`src/rtl/vscale_htif_pcr_arbiter_pkg.sv`:
```
// Shared constants and types for the HTIF PCR port arbiter.
//   HTIF_PCR_WIDTH : data width of the HTIF PCR port
//   CSR_ADDR_WIDTH : CSR address width
//   pcr_arb_state_e: arbiter FSM state encodings (2 bits)
package vscale_htif_pcr_arbiter_pkg;

    localparam int HTIF_PCR_WIDTH = 64;
    localparam int CSR_ADDR_WIDTH = 12;

    typedef enum logic [1:0] {
        PCR_ARB_IDLE = 2'b00,
        PCR_ARB_REQ  = 2'b01,
        PCR_ARB_RESP = 2'b10,
        PCR_ARB_ERR  = 2'b11
    } pcr_arb_state_e;

endpackage

```
`src/rtl/vscale_rr_picker.sv`:
```
// Combinational round-robin picker.
// Selects the first asserted bit of req, searching upward from ptr and
// wrapping modulo N.
//   req       : request vector
//   ptr       : highest-priority index this round
//   grant     : one-hot grant (all zero when nothing is requested)
//   grant_idx : binary index of the granted bit
//   any_valid : at least one request is asserted
module vscale_rr_picker #(
    parameter int unsigned N = 2,
    localparam int unsigned IDX_W = (N > 1) ? $clog2(N) : 1
) (
    input  logic [N-1:0]     req,
    input  logic [IDX_W-1:0] ptr,
    output logic [N-1:0]     grant,
    output logic [IDX_W-1:0] grant_idx,
    output logic             any_valid
);

    int unsigned idx;

    // Walk offsets from farthest to nearest so the nearest match wins.
    always_comb begin
        grant     = '0;
        grant_idx = '0;
        any_valid = 1'b0;
        idx       = 0;
        for (int k = int'(N) - 1; k >= 0; k--) begin
            idx = (int'(ptr) + k) % N;
            if (req[idx]) begin
                grant      = '0;
                grant[idx] = 1'b1;
                grant_idx  = IDX_W'(idx);
                any_valid  = 1'b1;
            end
        end
    end

endmodule

```
`src/rtl/vscale_htif_pcr_arbiter.sv`:
```
// Shares the vscale HTIF PCR port between N_REQ host-side requesters.
// Round-robin grant, one transaction in flight, response routed back to the
// owner. A watchdog aborts a response that does not arrive within
// TIMEOUT_CYCLES cycles and returns an error response instead.
// Ports:
//   clk, reset            : clock, synchronous active-low reset
//   up_req_*              : per-requester request channel (flattened addr/data)
//   up_resp_*             : one-hot response valid, shared data and error flag
//   pcr_req_*, pcr_resp_* : core HTIF PCR port
//   timeout_sticky        : set on any watchdog abort, cleared only by reset
module vscale_htif_pcr_arbiter
    import vscale_htif_pcr_arbiter_pkg::*;
#(
    parameter int unsigned N_REQ          = 2,
    parameter int unsigned TIMEOUT_CYCLES = 1024
) (
    input  logic                               clk,
    input  logic                               reset,
    input  logic [N_REQ-1:0]                   up_req_valid,
    output logic [N_REQ-1:0]                   up_req_ready,
    input  logic [N_REQ-1:0]                   up_req_rw,
    input  logic [N_REQ*CSR_ADDR_WIDTH-1:0]    up_req_addr,
    input  logic [N_REQ*HTIF_PCR_WIDTH-1:0]    up_req_data,
    output logic [N_REQ-1:0]                   up_resp_valid,
    input  logic [N_REQ-1:0]                   up_resp_ready,
    output logic [HTIF_PCR_WIDTH-1:0]          up_resp_data,
    output logic                               up_resp_err,
    output logic                               pcr_req_valid,
    input  logic                               pcr_req_ready,
    output logic                               pcr_req_rw,
    output logic [CSR_ADDR_WIDTH-1:0]          pcr_req_addr,
    output logic [HTIF_PCR_WIDTH-1:0]          pcr_req_data,
    input  logic                               pcr_resp_valid,
    output logic                               pcr_resp_ready,
    input  logic [HTIF_PCR_WIDTH-1:0]          pcr_resp_data,
    output logic                               timeout_sticky
);

    localparam int unsigned IDX_W = (N_REQ > 1) ? $clog2(N_REQ) : 1;
    localparam int unsigned WD_W  = (TIMEOUT_CYCLES > 1) ? $clog2(TIMEOUT_CYCLES + 1) : 1;

    pcr_arb_state_e            state_q, state_d;
    logic [IDX_W-1:0]          rr_ptr_q, rr_ptr_d;
    logic [IDX_W-1:0]          owner_q, owner_d;
    logic                      rw_q, rw_d;
    logic [CSR_ADDR_WIDTH-1:0] addr_q, addr_d;
    logic [HTIF_PCR_WIDTH-1:0] data_q, data_d;
    logic [WD_W-1:0]           wd_cnt_q, wd_cnt_d;
    logic                      sticky_q, sticky_d;

    logic [N_REQ-1:0]          pick_grant;
    logic [IDX_W-1:0]          pick_idx;
    logic                      pick_any;
    logic [IDX_W-1:0]          next_ptr;

    vscale_rr_picker #(
        .N (N_REQ)
    ) u_picker (
        .req       (up_req_valid),
        .ptr       (rr_ptr_q),
        .grant     (pick_grant),
        .grant_idx (pick_idx),
        .any_valid (pick_any)
    );

    assign next_ptr = (owner_q == IDX_W'(N_REQ - 1)) ? '0 : owner_q + 1'b1;

    assign pcr_req_rw     = rw_q;
    assign pcr_req_addr   = addr_q;
    assign pcr_req_data   = data_q;
    assign timeout_sticky = sticky_q;

    always_comb begin
        state_d        = state_q;
        rr_ptr_d       = rr_ptr_q;
        owner_d        = owner_q;
        rw_d           = rw_q;
        addr_d         = addr_q;
        data_d         = data_q;
        wd_cnt_d       = wd_cnt_q;
        sticky_d       = sticky_q;
        up_req_ready   = '0;
        up_resp_valid  = '0;
        up_resp_data   = '0;
        up_resp_err    = 1'b0;
        pcr_req_valid  = 1'b0;
        pcr_resp_ready = 1'b0;

        unique case (state_q)
            PCR_ARB_IDLE: begin
                // Ready is the grant itself, so any valid request handshakes.
                up_req_ready = pick_grant;
                if (pick_any) begin
                    rw_d    = up_req_rw[pick_idx];
                    addr_d  = up_req_addr[pick_idx*CSR_ADDR_WIDTH +: CSR_ADDR_WIDTH];
                    data_d  = up_req_data[pick_idx*HTIF_PCR_WIDTH +: HTIF_PCR_WIDTH];
                    owner_d = pick_idx;
                    state_d = PCR_ARB_REQ;
                end
            end
            PCR_ARB_REQ: begin
                pcr_req_valid = 1'b1;
                if (pcr_req_ready) begin
                    state_d  = PCR_ARB_RESP;
                    wd_cnt_d = '0;
                end
            end
            PCR_ARB_RESP: begin
                up_resp_valid[owner_q] = pcr_resp_valid;
                up_resp_data           = pcr_resp_data;
                pcr_resp_ready         = up_resp_ready[owner_q];
                if (pcr_resp_valid) begin
                    // Owner backpressure holds the watchdog still.
                    if (up_resp_ready[owner_q]) begin
                        state_d  = PCR_ARB_IDLE;
                        rr_ptr_d = next_ptr;
                    end
                end else if (wd_cnt_q == WD_W'(TIMEOUT_CYCLES - 1)) begin
                    state_d  = PCR_ARB_ERR;
                    sticky_d = 1'b1;
                end else begin
                    wd_cnt_d = wd_cnt_q + 1'b1;
                end
            end
            PCR_ARB_ERR: begin
                // A late core response is not consumed here; it lands in the
                // next RESP phase, so TIMEOUT_CYCLES must exceed core latency.
                up_resp_valid[owner_q] = 1'b1;
                up_resp_err            = 1'b1;
                if (up_resp_ready[owner_q]) begin
                    state_d  = PCR_ARB_IDLE;
                    rr_ptr_d = next_ptr;
                end
            end
            default: state_d = PCR_ARB_IDLE;
        endcase

        // Reset is synchronous, so mask handshakes while it is held.
        if (!reset) begin
            up_req_ready   = '0;
            up_resp_valid  = '0;
            up_resp_err    = 1'b0;
            pcr_req_valid  = 1'b0;
            pcr_resp_ready = 1'b0;
        end
    end

    always_ff @(posedge clk) begin
        if (!reset) begin
            state_q  <= PCR_ARB_IDLE;
            rr_ptr_q <= '0;
            owner_q  <= '0;
            rw_q     <= 1'b0;
            addr_q   <= '0;
            data_q   <= '0;
            wd_cnt_q <= '0;
            sticky_q <= 1'b0;
        end else begin
            state_q  <= state_d;
            rr_ptr_q <= rr_ptr_d;
            owner_q  <= owner_d;
            rw_q     <= rw_d;
            addr_q   <= addr_d;
            data_q   <= data_d;
            wd_cnt_q <= wd_cnt_d;
            sticky_q <= sticky_d;
        end
    end

endmodule

```
`config.mk`:
```
export PLATFORM = sky130hd
export DESIGN_NAME = vscale_htif_pcr_arbiter
export DESIGN_NICKNAME = d
export VERILOG_FILES = /design/src/rtl/vscale_htif_pcr_arbiter_pkg.sv /design/src/rtl/vscale_rr_picker.sv /design/src/rtl/vscale_htif_pcr_arbiter.sv
export SDC_FILE = /design/constraint.sdc
export NUM_CORES = 1
export LEC_CHECK = 0
export BUFFER_PORTS_ARGS = -buffer_cell sky130_fd_sc_hd__buf_2
export CORE_AREA = 3 3 145 147
export CTS_BUF_LIST = sky130_fd_sc_hd__clkbuf_8
export CTS_CLUSTER_DIAMETER = 60
export CTS_CLUSTER_SIZE = 12
export DETAILED_ROUTE_END_ITERATION = 6
export DIE_AREA = 0 0 148 150
export PLACE_DENSITY = 0.65
export SYNTH_ARGS = -nofsm -noshare
export SYNTH_HDL_FRONTEND = slang
export SYNTH_HIERARCHICAL = 1
export SYNTH_SLANG_ARGS = --single-unit
```
`constraint.sdc`:
```
create_clock -name clk -period 2 [get_ports clk]
set_clock_uncertainty 0.05 [all_clocks]
set_input_delay 0.1 -clock clk [delete_from_list [all_inputs] [get_ports clk]]
set_output_delay 0.1 -clock clk [all_outputs]
set_load 0.02 [all_outputs]
```
# Yosys cells after proc, flatten, opt, wreduce, memory -nomap -nowiden
# Index checks and enable logic that the tools add are counted.
# word_totals
register_bits	93
out_inout_bits	149
word_cells	89
in_bits	226
# classes
order_cmp	7
mul	1
n_reduce_logical	11
n_eq_ne	10
bitwise_logic	2
add_sub_neg	3
n_mux	45
shift	2
# op_table
operator	count
128-bit by 8-bit variable part select with 64-bit output	1
64-bit 2-to-1 mux	1
11-bit 2-to-1 mux	3
1-bit 2-to-1 mux	24
24-bit by 6-bit variable part select with 12-bit output	1
11-bit case mux with 2 select lines	1
2-bit 2-to-1 mux	10
11-bit by 1-bit adder with 11-bit output, second input constant	1
11-bit by 10-bit == test with 1-bit output, second input constant	1
2-bit != test, second input constant	5
1-bit by 2-bit less-than comparator with 1-bit output, second input constant	4
2-bit case mux with 4 select lines	1
3-bit AND reduction	2
2-bit == test, second input constant	2
2-bit case mux with 2 select lines	1
2-bit AND reduction	2
4-bit AND reduction	1
2-bit nonzero test	2
1-bit demux with 1-bit select	3
1-bit >= comparator, second input constant	3
1-bit logical AND	3
1-bit by 2-bit multiplier with 3-bit output, second input constant	1
3-bit != test, second input constant	1
1-bit adder, second input constant	2
5 further kinds	5

# Longest topological paths before layout
# depth
ltp_word	9
mapped_depth	7
mapped_depth_nobuf	5

# Hierarchy
# The synthesis kept the hierarchy.
# modules_own_cells
mod	instances	area_per_inst_um2	seq_area_each_um2	cells_per_inst
vscale_htif_pcr_arbiter	1	4707.0	1861.8	530
vscale_rr_picker	1	32.5	0.0	5

# Worst setup path after synthesis
# No wires, ideal clock.
# synth_timing
kind	reg2reg
from	register state_q[0]
to	register wd_cnt_q[6]
slack_ns	0.184
t_arrival_ns	1.649
setup_time_ns	0.117
path_stages_with_launch	7
period_less_slack_ns	1.816
n_path_buf	2
required_ns	1.833
cell_sequence	dfxtp_1 -> buf_6 -> or3b_1 -> buf_6 -> a21boi_4 -> or3_1 -> a32o_1
# synth_via
elab_chain_len	3
elab_cells_between_ends	8
cone_classes	eq/ne (5); mux (1); reduce/logical (2)
# synth_rtl
item	line	source
from (decl)	vscale_htif_pcr_arbiter.sv:42	pcr_arb_state_e state_q, state_d;
from (signal assigned)	vscale_htif_pcr_arbiter.sv:159	state_q <= state_d;
2-bit == test or 2-bit by 1-bit == test with 1-bit output (tied branches)	vscale_htif_pcr_arbiter.sv:89	unique case (state_q)
2-bit != test (no line) or 2-bit nonzero test (tied branches)	n/a	
4-bit AND reduction (no line)	n/a	
to (signal assigned)	vscale_htif_pcr_arbiter.sv:165	wd_cnt_q <= wd_cnt_d;
to (decl)	vscale_htif_pcr_arbiter.sv:48	logic [WD_W-1:0] wd_cnt_q, wd_cnt_d;
# Parallel ways exist; a longest one is shown, timed or not.
# A chain may end at the register's enable or synchronous reset.

# Final worst setup path
# layout_timing
from	register wd_cnt_q[3]
to	register wd_cnt_q[9]
# layout_via
elab_chain_len	4
elab_cells_between_ends	7
cone_classes	add/sub (1); eq/ne (2); mux (3); reduce/logical (1)
# layout_rtl
item	line	source
11-bit by 1-bit adder with 11-bit output	vscale_htif_pcr_arbiter.sv:122	wd_cnt_d = wd_cnt_q + 1'b1;
11-bit 2-to-1 mux	vscale_htif_pcr_arbiter.sv:118	end else if (wd_cnt_q == WD_W'(TIMEOUT_CYCLES - 1)) begin
11-bit 2-to-1 mux	vscale_htif_pcr_arbiter.sv:112	if (pcr_resp_valid) begin
11-bit case mux with 2 select lines	vscale_htif_pcr_arbiter.sv:89	
# Parallel ways exist; a longest one is shown, timed or not. The select of a mux whose other input is x is not followed.

==> impl_metrics.toml <==
[hold_path]
min_from = "up_req_data[13]"
hold_class = "in -> reg"

[timing]
setup_ws_ns = 0.127
period_needed_ns = 1.87
drv_slew = 0
hold_viol = 0
max-slew-margin-rel_pct = 70.4
fmax_ghz = 0.534
setup-tns-final_ns = 0
rsz0062_at_grt = "no"
setup_viol = 0
tightest_slew_ns = 0.444
timing.final.crit_share_pct = 93.7

[grt]
grt_antenna_before_repair = 1
grt_pass1_wl_um = 25600
globalRoute.totalOverflow = 0
grt_max_degree = 90
grtUsageTotal_pct = 14.3
grt_pass1_vias = 5025

[floorplan]
initial_utilization_pct = 23.7
die_w_um = 148
coreArea_mm2 = 0.0200
dieArea_mm2 = 0.0222
die_h_um = 150
ios = 375
rows = 52

[cells_and_area]
layout.nets = 1178
multi_input_area_mm2 = 0.00266
final-seq-area_mm2 = 0.00186
nFillCells = 2063
insertedDiodeCount = 0
drive_above_1_share_pct = 44.7
syn_to_final_growth_pct = 65.0

[synthesis]
syn-cell-area_mm2 = 0.00474
synthFlopType = "dfxtp_1"
synthCells = 535
synth_seq_cells = 93
synth_nets = 762
synth-edff-count = 0
synth_cell_types = 47
async_reset_ff_share_pct = 0
synth_area_per_cell_um2 = 8.86
yosys_warnings = 6
ys_seq_area_share_pct = 39.3

[setup_path]
startpoint = "wd_cnt_q[3]$_SDFFE_PN0P_"
path_cells = "and4_1 -> or3b_2 -> a211o_1 -> a32o_1"
critPathArrivalTime_ns = 2.08
cp-end-kind = "register"
r2r_slack_ns = 0.13
r2r-start = "wd_cnt_q[3]$_SDFFE_PN0P_"
startpoint_type = "register"
required_ns = 2.21
crit_slowest_cell = "or3b_2"
max_stage_delay_ns = 0.48
critPathMaxFanout = 5
crit_type = "reg -> reg"

[power]
powerDensity_mw_per_mm2 = 694
vdd_drop_max_v = 0.000378
leakage_uw = 0.00388

[placed_design]
post-place-ws_ns = 0.153
gp_congestion = 0.871
place_hpwl_um = 12500
io_buffers = 374

[cts]
cts_made_buffers = 9
htreeDepth = 3
cts_buffer_depth = 2
clock_latency_ns = 0.36
clock-sinks = 93
cts_tree = "done"
cts_root_buf = "clkbuf_8"
clk_transition_reported_paths_ns = 0.10

[route]
drt_iter0_markers = 152
vias = 5385
avgRoutedWirePerCell_um = 14.3
wirelength_um = 17600
drt_first_pass_iters = 4
viasPerCell = 4.40
ant_nets = 0
drc = 0

[run_status]
outcome = "completed"

[run]
maxCapViolations = 0
cell usage in the layout (no fill, tap or decap), types with 2 or more instances in the layout:
cell           count
nand3_1            2
nand2_1           11
and2_1            65
a21oi_1           10
o21ai_0            7
dfxtp_1           93
buf_4             18
nand2b_1           2
a21boi_4           2
a32o_1             2
o221a_2            4
clkbuf_8           9
nor4_1             2
a31oi_1            2
mux2i_1           79
buf_12             4
nor2_1            85
or3_1              3
buf_2            374
and3_1             5
dlygate4sd3_1     57
nor3_1             8
a211oi_1          77
bufinv_16          3
inv_1              3
clkbuf_16          2
cells in the mapped netlist (2+ instances only):
| library cell | instances | area (µm²) |
|---|---|---|
| nand3_1 | 2 | 10.0 |
| inv_1 | 3 | 11.3 |
| and3_1 | 5 | 31.3 |
| nor4_1 | 2 | 12.5 |
| buf_1 | 4 | 15.0 |
| clkbuf_1 | 29 | 109 |
| nor2_1 | 85 | 319 |
| nand2b_1 | 2 | 12.5 |
| mux2i_1 | 79 | 791 |
| nand2_1 | 11 | 41.3 |
| a31oi_1 | 2 | 12.5 |
| or3_1 | 3 | 18.8 |
| o21ai_0 | 7 | 35.0 |
| dfxtp_1 | 93 | 1860 |
| buf_6 | 2 | 22.5 |
| and2_1 | 66 | 413 |
| a32o_1 | 2 | 20.0 |
| a211oi_1 | 77 | 578 |
| o221a_2 | 4 | 45.0 |
| buf_4 | 3 | 22.5 |
| buf_2 | 11 | 55.1 |
| nor3_1 | 8 | 40.0 |
| a21oi_1 | 10 | 50.1 |
| a21boi_1 | 2 | 15.0 |
kinds of logic after synthesis:
logic type / synth area share, %
compound gates: 17.4
simple gates: 21.2
mux: 16.7
fa+ha+maj: 0.264
flops: 39.3
buf+inv: 5.15
worst max-delay path: cells and delay by family (launching register included):
kind	cells	cell delay, ns
simple gates	2	0.77
compound gates	2	0.54
flops	1	0.42
what timing repair did:
| action | CTS | global route |
|---|---|---|
| pin swaps | 0 | 1 |
| gates cloned | 0 | 2 |
| hold buffers | 57 | 0 |
| resized for setup | 1 | 0 |
| setup endpoints to repair | 64 | 65 |
| setup buffers | 0 | 2 |
| endpoints found under the hold margin | 32 | 0 |
through the flow:
| stage | total power [µW] | area (µm²) | util [%] | hold slack (ns) | instances |
|---|---|---|---|---|---|
| floorplan | 3170 | 4740 | - | 0.186 | 535 |
| global placement | 3800 | 6940 | 34.6 | 0.347 | 1149 |
| detailed placement | 3820 | 6940 | 34.6 | 0.349 | 1149 |
| CTS | 5500 | 7750 | 38.7 | 0.000114 | 1221 |
| global route | 5780 | 7820 | 39.0 | 0.00872 | 1225 |
| finish | 5430 | 7820 | 39.0 | 0.0331 | 1225 |
final timing paths:
path                                                      end  depth (start not counted)
worst max-delay path                 wd_cnt_q[9]$_SDFFE_PN0P_                          4
worst min-delay path            pcr_req_data[13]$_SDFFE_PN0P_                          3
worst max register to register       wd_cnt_q[9]$_SDFFE_PN0P_                          4
worst min register to register      wd_cnt_q[10]$_SDFFE_PN0P_                          2
metal layers:
| metal | track usage [%] | part of all wire, % | vias to the layer above |
|---|---|---|---|
| li1 | - | - | 2732 |
| met1 | 17.5 | 42 | 2413 |
| met2 | 24.6 | 50 | 214 |
| met3 | 4.21 | 6.9 | 24 |
| met4 | 3.97 | 1.6 | 2 |
| met5 | 0 | 0.051 | - |
power breakdown:
part	switching, µW	leakage, µW	total, µW	internal [µW]
clock	697	0.000122	1540	839
combinational	977	0.00299	1730	752
sequential	105	0.000770	2160	2060
area by class of cell:
type | instances | share of cell area (%)
repair buffers | 455 | 34.6
multi-input cells | 388 | 34.0
flip-flops and latches | 93 | 23.8
well taps | 270 | 4.32
clock buffers | 9 | 1.58
clock inverters | 6 | 1.52
inverters | 4 | 0.192
flip-flops by register name (all words and copies together), names as in the netlist:
name            cells
pcr_req_addr       12
pcr_req_data       64
rr_ptr_q            1
state_q             2
timeout_sticky      1
wd_cnt_q           11
pcr_req_rw          1
owner_q             1
No activity file was read; power rests on OpenSTA's default activity.
